## config.mk

```make
export PLATFORM = sky130hd
export DESIGN_NAME = serial_alu_nbit_flat
export DESIGN_NICKNAME = d
export VERILOG_FILES = /design/src/rtl/serial_alu_nbit_if.sv /design/src/rtl/serial_alu_nbit.sv /design/src/flat_wrapper.sv
export SDC_FILE = /design/constraint.sdc
export NUM_CORES = 1
export LEC_CHECK = 0
export ABC_AREA = 1
export CAP_MARGIN = 20
export CORE_ASPECT_RATIO = 0.8
export CORE_MARGIN = 8
export CORE_UTILIZATION = 52
export CTS_CLUSTER_DIAMETER = 40
export CTS_CLUSTER_SIZE = 28
export DETAILED_ROUTE_END_ITERATION = 12
export MAX_ROUTING_LAYER = met4
export PLACE_DENSITY = 0.79
export SYNTH_ARGS = -nofsm -noshare
export SYNTH_HDL_FRONTEND = slang
export SYNTH_SLANG_ARGS = --single-unit
```

## constraint.sdc

```tcl
create_clock -name clk -period 1.7 [get_ports clk]
set_input_delay 0.17 -clock clk [delete_from_list [all_inputs] [get_ports clk]]
set_output_delay 0.17 -clock clk [all_outputs]
set_load 0.05 [all_outputs]
```

## src/rtl/serial_alu_nbit_if.sv

```systemverilog
// serial_alu_nbit_if: request/response bundle between the register-file side
// (master) and the serial ALU (slave). WIDTH must match the ALU's WIDTH.
interface serial_alu_nbit_if #(
  parameter int WIDTH = 8
);
  logic             start;
  logic [1:0]       op;
  logic [WIDTH-1:0] a;
  logic [WIDTH-1:0] b;
  logic             binv;
  logic             cin;
  logic             busy;
  logic             done;
  logic [WIDTH-1:0] y;
  logic             cout;
  logic             zero;
  logic             error;

  modport master (
    output start, op, a, b, binv, cin,
    input  busy, done, y, cout, zero, error
  );

  modport slave (
    input  start, op, a, b, binv, cin,
    output busy, done, y, cout, zero, error
  );
endinterface

```

## src/rtl/serial_alu_nbit.sv

```systemverilog
// serial_alu_nbit: multi-cycle ALU that walks its operands BPC bits per clock,
// LSB first. AND / OR / ADD (SUB through binv+cin), with zero, carry-out and
// error flags. Results are loaded into output registers on entry to DONE and
// held until the next DONE entry.
// Optional feature: define SLT_EN to turn op=11 into signed set-less-than;
// without it op=11 is reserved and reports error after a single edge.
module serial_alu_nbit #(
  parameter int WIDTH = 8,
  parameter int BPC   = 1
) (
  input  logic              clk,
  input  logic              reset,
  serial_alu_nbit_if.slave  bus
);

  localparam int N  = WIDTH / BPC;
  localparam int CW = (N > 1) ? $clog2(N) : 1;

  typedef enum logic [1:0] {IDLE, RUN, DONE} state_t;
  typedef enum logic [1:0] {OP_AND = 2'b00, OP_OR = 2'b01, OP_ADD = 2'b10, OP_RSV = 2'b11} op_t;

  state_t           state, state_nxt;
  op_t              op_q;
  logic [WIDTH-1:0] a_q, b_q, acc;
  logic             carry_q;
  logic [CW-1:0]    cnt;
  logic [WIDTH-1:0] y_q;
  logic             cout_q, zero_q, error_q;

  logic             accept, rsv_req, last;
  logic [BPC-1:0]   slice;
  logic             c_chain, c_msb;
  logic [WIDTH-1:0] acc_nxt, y_fin;
  logic             ovf, cout_fin, error_fin;

  assign accept = ((state == IDLE) || (state == DONE)) && bus.start;
  assign last   = (cnt == CW'(N - 1));
`ifdef SLT_EN
  assign rsv_req = 1'b0;
`else
  assign rsv_req = (bus.op == OP_RSV);
`endif

  // State register.
  always_ff @(posedge clk or negedge reset) begin
    // NOTE: sequential state uses non-blocking assignments so every register
    // samples the pre-edge values of the others.
    if (!reset) state <= IDLE;
    else        state <= state_nxt;
  end

  // Next-state decode: reserved ops skip RUN, start is only seen in IDLE/DONE.
  always_comb begin
    // NOTE: default first so no path leaves state_nxt unassigned (no latch).
    state_nxt = state;
    case (state)
      IDLE, DONE: begin
        if (bus.start)           state_nxt = rsv_req ? DONE : RUN;
        else if (state == DONE)  state_nxt = IDLE;
      end
      RUN:     if (last) state_nxt = DONE;
      default: state_nxt = IDLE;
    endcase
  end

  // One slice of the datapath: bitwise op or a BPC-bit ripple through carry_q.
  always_comb begin
    slice   = '0;
    c_chain = carry_q;
    c_msb   = carry_q;
    for (int i = 0; i < BPC; i++) begin
      case (op_q)
        OP_AND: slice[i] = a_q[i] & b_q[i];
        OP_OR:  slice[i] = a_q[i] | b_q[i];
        default: begin
          if (i == BPC - 1) c_msb = c_chain;
          slice[i] = a_q[i] ^ b_q[i] ^ c_chain;
          c_chain  = (a_q[i] & b_q[i]) | (c_chain & (a_q[i] ^ b_q[i]));
        end
      endcase
    end
  end

  // Final result and flags, meaningful on the last RUN edge only.
  always_comb begin
    acc_nxt   = (acc >> BPC) | (WIDTH'(slice) << (WIDTH - BPC));
    ovf       = c_msb ^ c_chain;
    y_fin     = acc_nxt;
    cout_fin  = 1'b0;
    error_fin = 1'b0;
    if (op_q == OP_ADD) begin
      cout_fin  = c_chain;
      error_fin = ovf;
    end
`ifdef SLT_EN
    if (op_q == OP_RSV) begin
      y_fin    = {{(WIDTH-1){1'b0}}, acc_nxt[WIDTH-1] ^ ovf};
      cout_fin = c_chain;
    end
`endif
  end

  // Operand latch, slice shifting and result registers.
  always_ff @(posedge clk or negedge reset) begin
    // NOTE: the operand shift registers are reset as well; they are few
    // flops, not a memory array, and a clean reset state keeps them defined.
    if (!reset) begin
      a_q     <= '0;
      b_q     <= '0;
      acc     <= '0;
      carry_q <= 1'b0;
      cnt     <= '0;
      op_q    <= OP_AND;
      y_q     <= '0;
      cout_q  <= 1'b0;
      zero_q  <= 1'b0;
      error_q <= 1'b0;
    end else if (accept) begin
      a_q     <= bus.a;
      b_q     <= bus.b ^ {WIDTH{bus.binv}};
      carry_q <= bus.cin;
      op_q    <= op_t'(bus.op);
      cnt     <= '0;
      acc     <= '0;
`ifdef SLT_EN
      if (bus.op == OP_RSV) begin
        b_q     <= ~bus.b;
        carry_q <= 1'b1;
      end
`endif
      if (rsv_req) begin
        y_q     <= '0;
        cout_q  <= 1'b0;
        zero_q  <= 1'b0;
        error_q <= 1'b1;
      end
    end else if (state == RUN) begin
      a_q     <= a_q >> BPC;
      b_q     <= b_q >> BPC;
      carry_q <= c_chain;
      acc     <= acc_nxt;
      cnt     <= cnt + CW'(1);
      if (last) begin
        y_q     <= y_fin;
        cout_q  <= cout_fin;
        zero_q  <= (y_fin == '0);
        error_q <= error_fin;
      end
    end
  end

  assign bus.busy  = (state == RUN);
  assign bus.done  = (state == DONE);
  assign bus.y     = y_q;
  assign bus.cout  = cout_q;
  assign bus.zero  = zero_q;
  assign bus.error = error_q;

endmodule

```

## src/flat_wrapper.sv

```systemverilog
// flat-port wrapper written by rule: the top's interface ports become plain ports
module serial_alu_nbit_flat 
#(
  parameter int WIDTH = 8,
  parameter int BPC   = 1
)
  (clk, reset, bus_start, bus_op, bus_a, bus_b, bus_binv, bus_cin, bus_busy, bus_done, bus_y, bus_cout, bus_zero, bus_error);
  serial_alu_nbit_if #(.WIDTH(WIDTH)) bus_i ();
  input  logic clk;
  input  logic reset;
  input wire logic [$bits(bus_i.start)-1:0] bus_start;
  input wire logic [$bits(bus_i.op)-1:0] bus_op;
  input wire logic [$bits(bus_i.a)-1:0] bus_a;
  input wire logic [$bits(bus_i.b)-1:0] bus_b;
  input wire logic [$bits(bus_i.binv)-1:0] bus_binv;
  input wire logic [$bits(bus_i.cin)-1:0] bus_cin;
  output wire logic [$bits(bus_i.busy)-1:0] bus_busy;
  output wire logic [$bits(bus_i.done)-1:0] bus_done;
  output wire logic [$bits(bus_i.y)-1:0] bus_y;
  output wire logic [$bits(bus_i.cout)-1:0] bus_cout;
  output wire logic [$bits(bus_i.zero)-1:0] bus_zero;
  output wire logic [$bits(bus_i.error)-1:0] bus_error;
  assign bus_i.start = bus_start;
  assign bus_i.op = bus_op;
  assign bus_i.a = bus_a;
  assign bus_i.b = bus_b;
  assign bus_i.binv = bus_binv;
  assign bus_i.cin = bus_cin;
  assign bus_busy = bus_i.busy;
  assign bus_done = bus_i.done;
  assign bus_y = bus_i.y;
  assign bus_cout = bus_i.cout;
  assign bus_zero = bus_i.zero;
  assign bus_error = bus_i.error;
  serial_alu_nbit #(.WIDTH(WIDTH), .BPC(BPC)) u_core (.clk(clk), .reset(reset), .bus(bus_i));
endmodule
```

==> results of run 1 <==
cells by family after synthesis:
group	share of synthesized area (%)
buffers and inverters	8.53
DFF	51.9
xor gates and xnor gates	3.03
and+or+nand+nor	15.9
AOI/OAI and AO/OA	17.1
adders and majority gates	3.46
layer usage:
metal	part of all wire (%)	routed length, µm	vias up
li1	-	-	798
met1	46	2000	731
met2	46	2020	50
met3	6.3	277	7
met4	1.7	74	0
met5	0	0	-
cells in the final DEF (no fill, tap or decap), types with 6 or more instances in the layout:
cell             instances
xor2_1                   7
a21oi_1                  6
buf_4                   18
o21ai_2                  7
clkdlybuf4s50_1         23
inv_1                   26
o22ai_1                  8
nand2_1                 40
nor2_1                  12
nand3_1                  6
dfrtp_1                 42
o21ai_0                 32
clkbuf_8                 6
area by class of cell:
type / count / area (µm²) / area share (%)
well taps: 55 / 68.8 / 2.73
flip-flops and latches: 42 / 1050 / 41.7
multi-input cells: 141 / 801 / 31.8
clock inverters: 1 / 5.00 / 0.199
clock buffers: 7 / 86.3 / 3.43
repair buffers: 44 / 400 / 15.9
inverters: 28 / 105 / 4.17
power groups by stage:
stage               Clock (W)  Combinational, W  Sequential, W
global route         0.000706           0.00270        0.00178
finish               0.000655           0.00243        0.00171
floorplan                   0           0.00135        0.00203
global placement            0           0.00233        0.00171
CTS                  0.000666           0.00243        0.00171
detailed placement          0           0.00240        0.00173
cell usage after synthesis, types with 2 or more instances:
master / count / area, µm²
nor2_4: 2 / 22.5
o21ai_1: 4 / 20.0
nand4_1: 2 / 12.5
o21ai_0: 32 / 160
ha_1: 4 / 50.1
nor2_1: 12 / 45.0
o21ai_2: 7 / 61.3
clkbuf_2: 2 / 10.0
nand2_1: 40 / 150
inv_2: 2 / 7.51
o22ai_1: 8 / 50.1
buf_2: 6 / 30.0
dfrtp_1: 42 / 1050
a21oi_1: 6 / 30.0
inv_1: 26 / 97.6
nand3_1: 6 / 30.0
a22o_1: 2 / 17.5
xor2_1: 7 / 61.3
nand2_2: 4 / 25.0
worst reg2reg max path: stages (launching register included):
cell     delay, ns
dfrtp_1       0.43
fa_1          0.48
or2_2         0.30
nand2_1       0.11
nand3_1       0.10
nand2_1       0.06
state kept, by name (all words and copies together) (netlist names):
register	cells
u_core.carry_q	1
u_core.a_q	8
u_core.b_q	8
u_core.op_q	2
u_core.bus.cout	1
u_core.bus.y	8
u_core.state	2
u_core.bus.zero	1
u_core.bus.error	1
u_core.acc	7
u_core.cnt	3
stage by stage:
stage	power, W	utilization (%)	area [µm²]	setup WS, ns
3_3_place_gp	0.00404	63.9	2420	0.232
2_1_floorplan	0.00338	-	2020	0.282
6_report	0.00479	66.6	2520	0.0794
5_1_grt	0.00518	66.6	2520	0.0363
3_5_place_dp	0.00413	63.9	2420	0.207
4_1_cts	0.00481	66.6	2520	0.0571
final timing paths:
kind	startpoint	endpoint	slack, ns	cells past startpoint
worst max-delay path	u_core.bus.cout$_DFFE_PN0P_	bus_cout	0.08	1
worst min-delay path	bus_a[5]	u_core.a_q[5]$_DFFE_PN0P_	0.43	3
worst max register to register	u_core.carry_q$_DFFE_PN0P_	u_core.bus.zero$_DFFE_PN0P_	0.17	5
worst min register to register	u_core.bus.y[1]$_DFFE_PN0P_	u_core.bus.y[1]$_DFFE_PN0P_	0.48	2
max in group asynchronous	reset	u_core.acc[1]$_DFFE_PN0P_	0.85	3
min in group asynchronous	reset	u_core.b_q[7]$_DFFE_PN0P_	0.48	3
what timing repair did:
| item | in CTS | in global routing |
|---|---|---|
| resized for setup | 0 | 0 |
| hold buffers | 1 | 0 |
| setup endpoints to repair | 0 | 0 |
| endpoints found under the hold margin | 42 | 0 |
==> impl_metrics.ini, run 1 <==
[grt]
gr-total-overflow = 0
busiest_layer = met2
grt_pass1_wl_um = 7640
grt_max_degree = 43
use_met2_pct = 24.1
use_met3_pct = 4.23
use_met1_pct = 20.6
grtUsageTotal_pct = 16.2
grt_pass1_vias = 1588
grt_antenna_before_repair = 0

[worst_setup_path]
crit_fanout = 2
crit_arrival_ns = 1.45
crit_path_end_kind = output port
slowest_stage = clkdlybuf4s50_1
critPathMaxStageDelay_ns = 0.80
cp_top_family = buffers and inverters
cp_num_buf_inv = 1
cp.required_ns = 1.53
path_cells = clkdlybuf4s50_1
cp-start-kind = flip-flop
worstSetupPathType = flip-flop to output port

[synth]
synth_nets = 249
syn_area_mm2 = 0.00202
seq_area_frac_synth_pct = 51.9
ys.flop_type = dfrtp_1
ys_types = 26
ys_ff_latch = 42
synth.avg_cell_area_um2 = 9.16
synth_cells = 221
ys_warn_count = 0
ys_async_sr_fraction_pct = 100
synth-edff-count = 0

[clock_tree]
clock_latency_ns = 0.29
h-tree-depth = 2
path_clk_slew_ns = 0.08
cts_buffers = 5
root_buffer = clkbuf_8
cts.sinks = 42
clock_path_buffers = 2
cts_tree = yes
post-cts-setup-buffers = 0

[power]
powerDensity_mw_per_mm2 = 1900
power.leakage_nw = 1.20
power.internal_w = 0.00266
p_sw_share_pct = 44.6
pwr-share-seq_pct = 35.7
p_sw_w = 0.00214
p_comb_share_pct = 50.7
clkPwrFrac_pct = 13.7
ir_drop_uv = 846

[placed_design]
dp_cells = 309
place.gp.congestion = 0.824
dp_hpwl_um = 3130
io_buffer_count = 35

[route]
wirelength_um = 4370
routed_via_density = 4.99
via_count = 1586
first_iter_violations = 125
ant_nets = 0
drc = 0
drtPass1Iterations = 5
post_drt_wl_per_cell_um = 13.8

[final_layout]
fin_nets = 290
area_growth_pct = 24.4
n_fill_cell = 319
drive_gt1_share_pct = 17.1
fin_cells = 318
antennaDiodeCount = 0

[sta]
worst_clock_skew_ns = 0.00330
max_freq_mhz = 617
rsz0062_at_grt = no
timing.final.hold_violations = 0
slew_headroom_pct = 65.4
finalSetupViolCount = 0
tightest_slew_ns = 0.520
hold_ws_ns = 0.429
post-route-period-util_pct = 95.3
finalSetupTns_ns = 0
fin_crit_ns = 1.62
maxSlewViolCount = 0

[die]
die_y_um = 71.8
initial_core_util_pct = 53.6
die-area_mm2 = 0.00616
rows = 20
core_area_mm2 = 0.00378
die_w_um = 85.8
ios = 36

[job]
cap_violations = 0

[outcome]
status = completed

[hold_path]
hold_path.class = input port to flip-flop
No activity file was read; power rests on OpenSTA's default activity.
==> run 2: changes to the inputs <==
--- a/config.mk
+++ b/config.mk
@@ -5,7 +5,6 @@
 export SDC_FILE = /design/constraint.sdc
 export NUM_CORES = 1
 export LEC_CHECK = 0
-export ABC_AREA = 1
 export CAP_MARGIN = 20
 export CORE_ASPECT_RATIO = 0.8
 export CORE_MARGIN = 8
==> impl_metrics.ini, run 2 <==
[grt]
busiest_layer = met1
gr-total-overflow = 0
grt_pass1_vias = 1621
grt_pass1_wl_um = 7580
grtUsageTotal_pct = 16.1
use_met3_pct = 4.23
use_met1_pct = 22.3
use_met2_pct = 21.3
grt_antenna_before_repair = 0
grt_max_degree = 29

[worst_setup_path]
r2r_start = u_core.carry_q$_DFFE_PN0P_
cp.required_ns = 1.53
setup.worst_path.start = u_core.state[1]$_DFFE_PN0P_
r2r_setup_slack_ns = 0.18
crit_fanout = 28
timing.rr.end = u_core.bus.zero$_DFFE_PN0P_
timing.critical_path.to = bus_busy
worstSetupPathType = flip-flop to output port
reg2regPathDepth = 4
cp-start-kind = flip-flop
crit_arrival_ns = 1.39
crit_path_end_kind = output port

[synth]
ys_types = 38
ys.flop_type = dfrtp_1
synth_nets = 237
synth_area_leaders = dfrtp_1 (53%), nand2_1 (8.4%), xor2_1 (3.5%)
synth.avg_cell_area_um2 = 9.57
ys_warn_count = 0
synth_area_leader_cell = dfrtp_1
synth-edff-count = 0
synth_top_area_share_pct = 52.5
synth_cells = 209
ys_async_sr_fraction_pct = 100
synth_most_common_cell = nand2_1
ys_ff_latch = 42
seq_area_frac_synth_pct = 52.5
syn_area_mm2 = 0.00200
synthTopCellsByCount = nand2_1 (45), dfrtp_1 (42), nor2_1 (15)

[final_layout]
drive_gt1_share_pct = 14.1
design_area_mm2 = 0.00249
fin_nets = 276
layout_common_cells = nand2_1 (45), dfrtp_1 (42), clkdlybuf4s50_1 (21), buf_4 (21), nor2_1 (15)
antennaDiodeCount = 0
area_growth_pct = 24.4
final_common_cell = nand2_1

[clock_tree]
root_buffer = clkbuf_8
clock_path_buffers = 2
post-cts-setup-buffers = 0
h-tree-depth = 2
cts_tree = yes
cts.repair.resized = 0
path_clk_slew_ns = 0.08
cts.sinks = 42
hold_buffers = 1
cts_buffers = 5
clock_latency_ns = 0.30

[sta]
fin_crit_ns = 1.56
setup_ws_ns = 0.138
hold_ws_ns = 0.371
tightest_slew_ns = 0.502
max_freq_mhz = 640
finalSetupTns_ns = 0
timing.final.hold_violations = 0
maxSlewViolCount = 0
post-route-period-util_pct = 91.9
slew_headroom_pct = 66.6
worst_clock_skew_ns = 0.00619
rsz0062_at_grt = no
finalSetupViolCount = 0

[die]
die_y_um = 71.5
initial_core_util_pct = 53.3
rows = 20
core_area_mm2 = 0.00375
ios = 36
die_w_um = 85.4
die-area_mm2 = 0.00610

[placed_design]
placed_cell_area_mm2 = 0.00239
place.gp.congestion = 0.805
dp_hpwl_um = 3240
pre_cts_slack_ns = 0.196
io_buffer_count = 35

[power]
p_comb_share_pct = 48.6
powerDensity_mw_per_mm2 = 1920
pwr-share-seq_pct = 37.6
power.leakage_nw = 1.15
power.internal_w = 0.00270
p_sw_share_pct = 43.5
ir_drop_uv = 1030
clkPwrFrac_pct = 13.8
p_sw_w = 0.00208

[route]
drc = 0
routed_via_density = 5.51
first_iter_violations = 87
drtPass1Iterations = 4
wirelength_um = 4470
ant_nets = 0
via_count = 1615
post_drt_wl_per_cell_um = 15.3

[job]
cap_violations = 0

[hold_path]
hold_path.class = input port to asynchronous set/reset pin

[outcome]
status = completed
## run 2: cell type report
class,count,area (µm²)
clock buffers,7,86.3
clock inverters,1,5.00
fillers,306,1260
inverters,9,36.3
multi-input cells,144,832
flip-flops and latches,42,1050
well taps,44,55.1
repair buffers,46,423
## run 2: worst max-delay path, cell delays in order, from the launching register on
cell and delay [ns]:
dfrtp_1 0.39, nand2b_1 0.19, inv_2 0.16, buf_12 0.19
buf_12 0.15
## run 2: power groups by stage
| stage | Sequential [W] | Clock (W) | Combinational, W |
|---|---|---|---|
| after floorplan | 0.00210 | 0 | 0.00131 |
| after global placement | 0.00179 | 0 | 0.00226 |
| after detailed placement | 0.00180 | 0 | 0.00233 |
| after CTS | 0.00179 | 0.000676 | 0.00234 |
| after global routing | 0.00185 | 0.000709 | 0.00254 |
| final | 0.00180 | 0.000659 | 0.00233 |
## run 2: metrics by stage
step	std cells	total power [W]	util, %
global placement	284	0.00405	63.6
CTS	293	0.00480	66.3
finish	293	0.00478	66.3
detailed placement	284	0.00412	63.6
floorplan	209	0.00341	-
global route	293	0.00510	66.3
## run 2: worst min-delay path by stage
stage | start | end | slack [ns] | depth (start not counted)
6_report | reset | u_core.state[0]$_DFFE_PN0P_ | 0.37 | 2
5_1_grt | reset | u_core.state[0]$_DFFE_PN0P_ | 0.43 | 2
4_1_cts | reset | u_core.state[0]$_DFFE_PN0P_ | 0.38 | 2
3_5_place_dp | reset | u_core.b_q[4]$_DFFE_PN0P_ | 0.16 | 1
3_3_place_gp | reset | u_core.b_q[4]$_DFFE_PN0P_ | 0.17 | 1
2_1_floorplan | reset | u_core.a_q[0]$_DFFE_PN0P_ | -0.13 | 0
## run 2: layer usage
layer	vias to the layer above	wire length, µm
li1	790	-
met1	772	2280
met2	45	1890
met3	8	216
met4	0	80
met5	-	0
## run 2: kinds of logic after synthesis
kind of cell | share of synthesized area (%)
mux | 0.500
xor+xnor | 3.94
fa+ha+maj | 3.50
buf+inv | 5.88
flops | 52.5
simple gates | 19.8
compound gates | 13.9
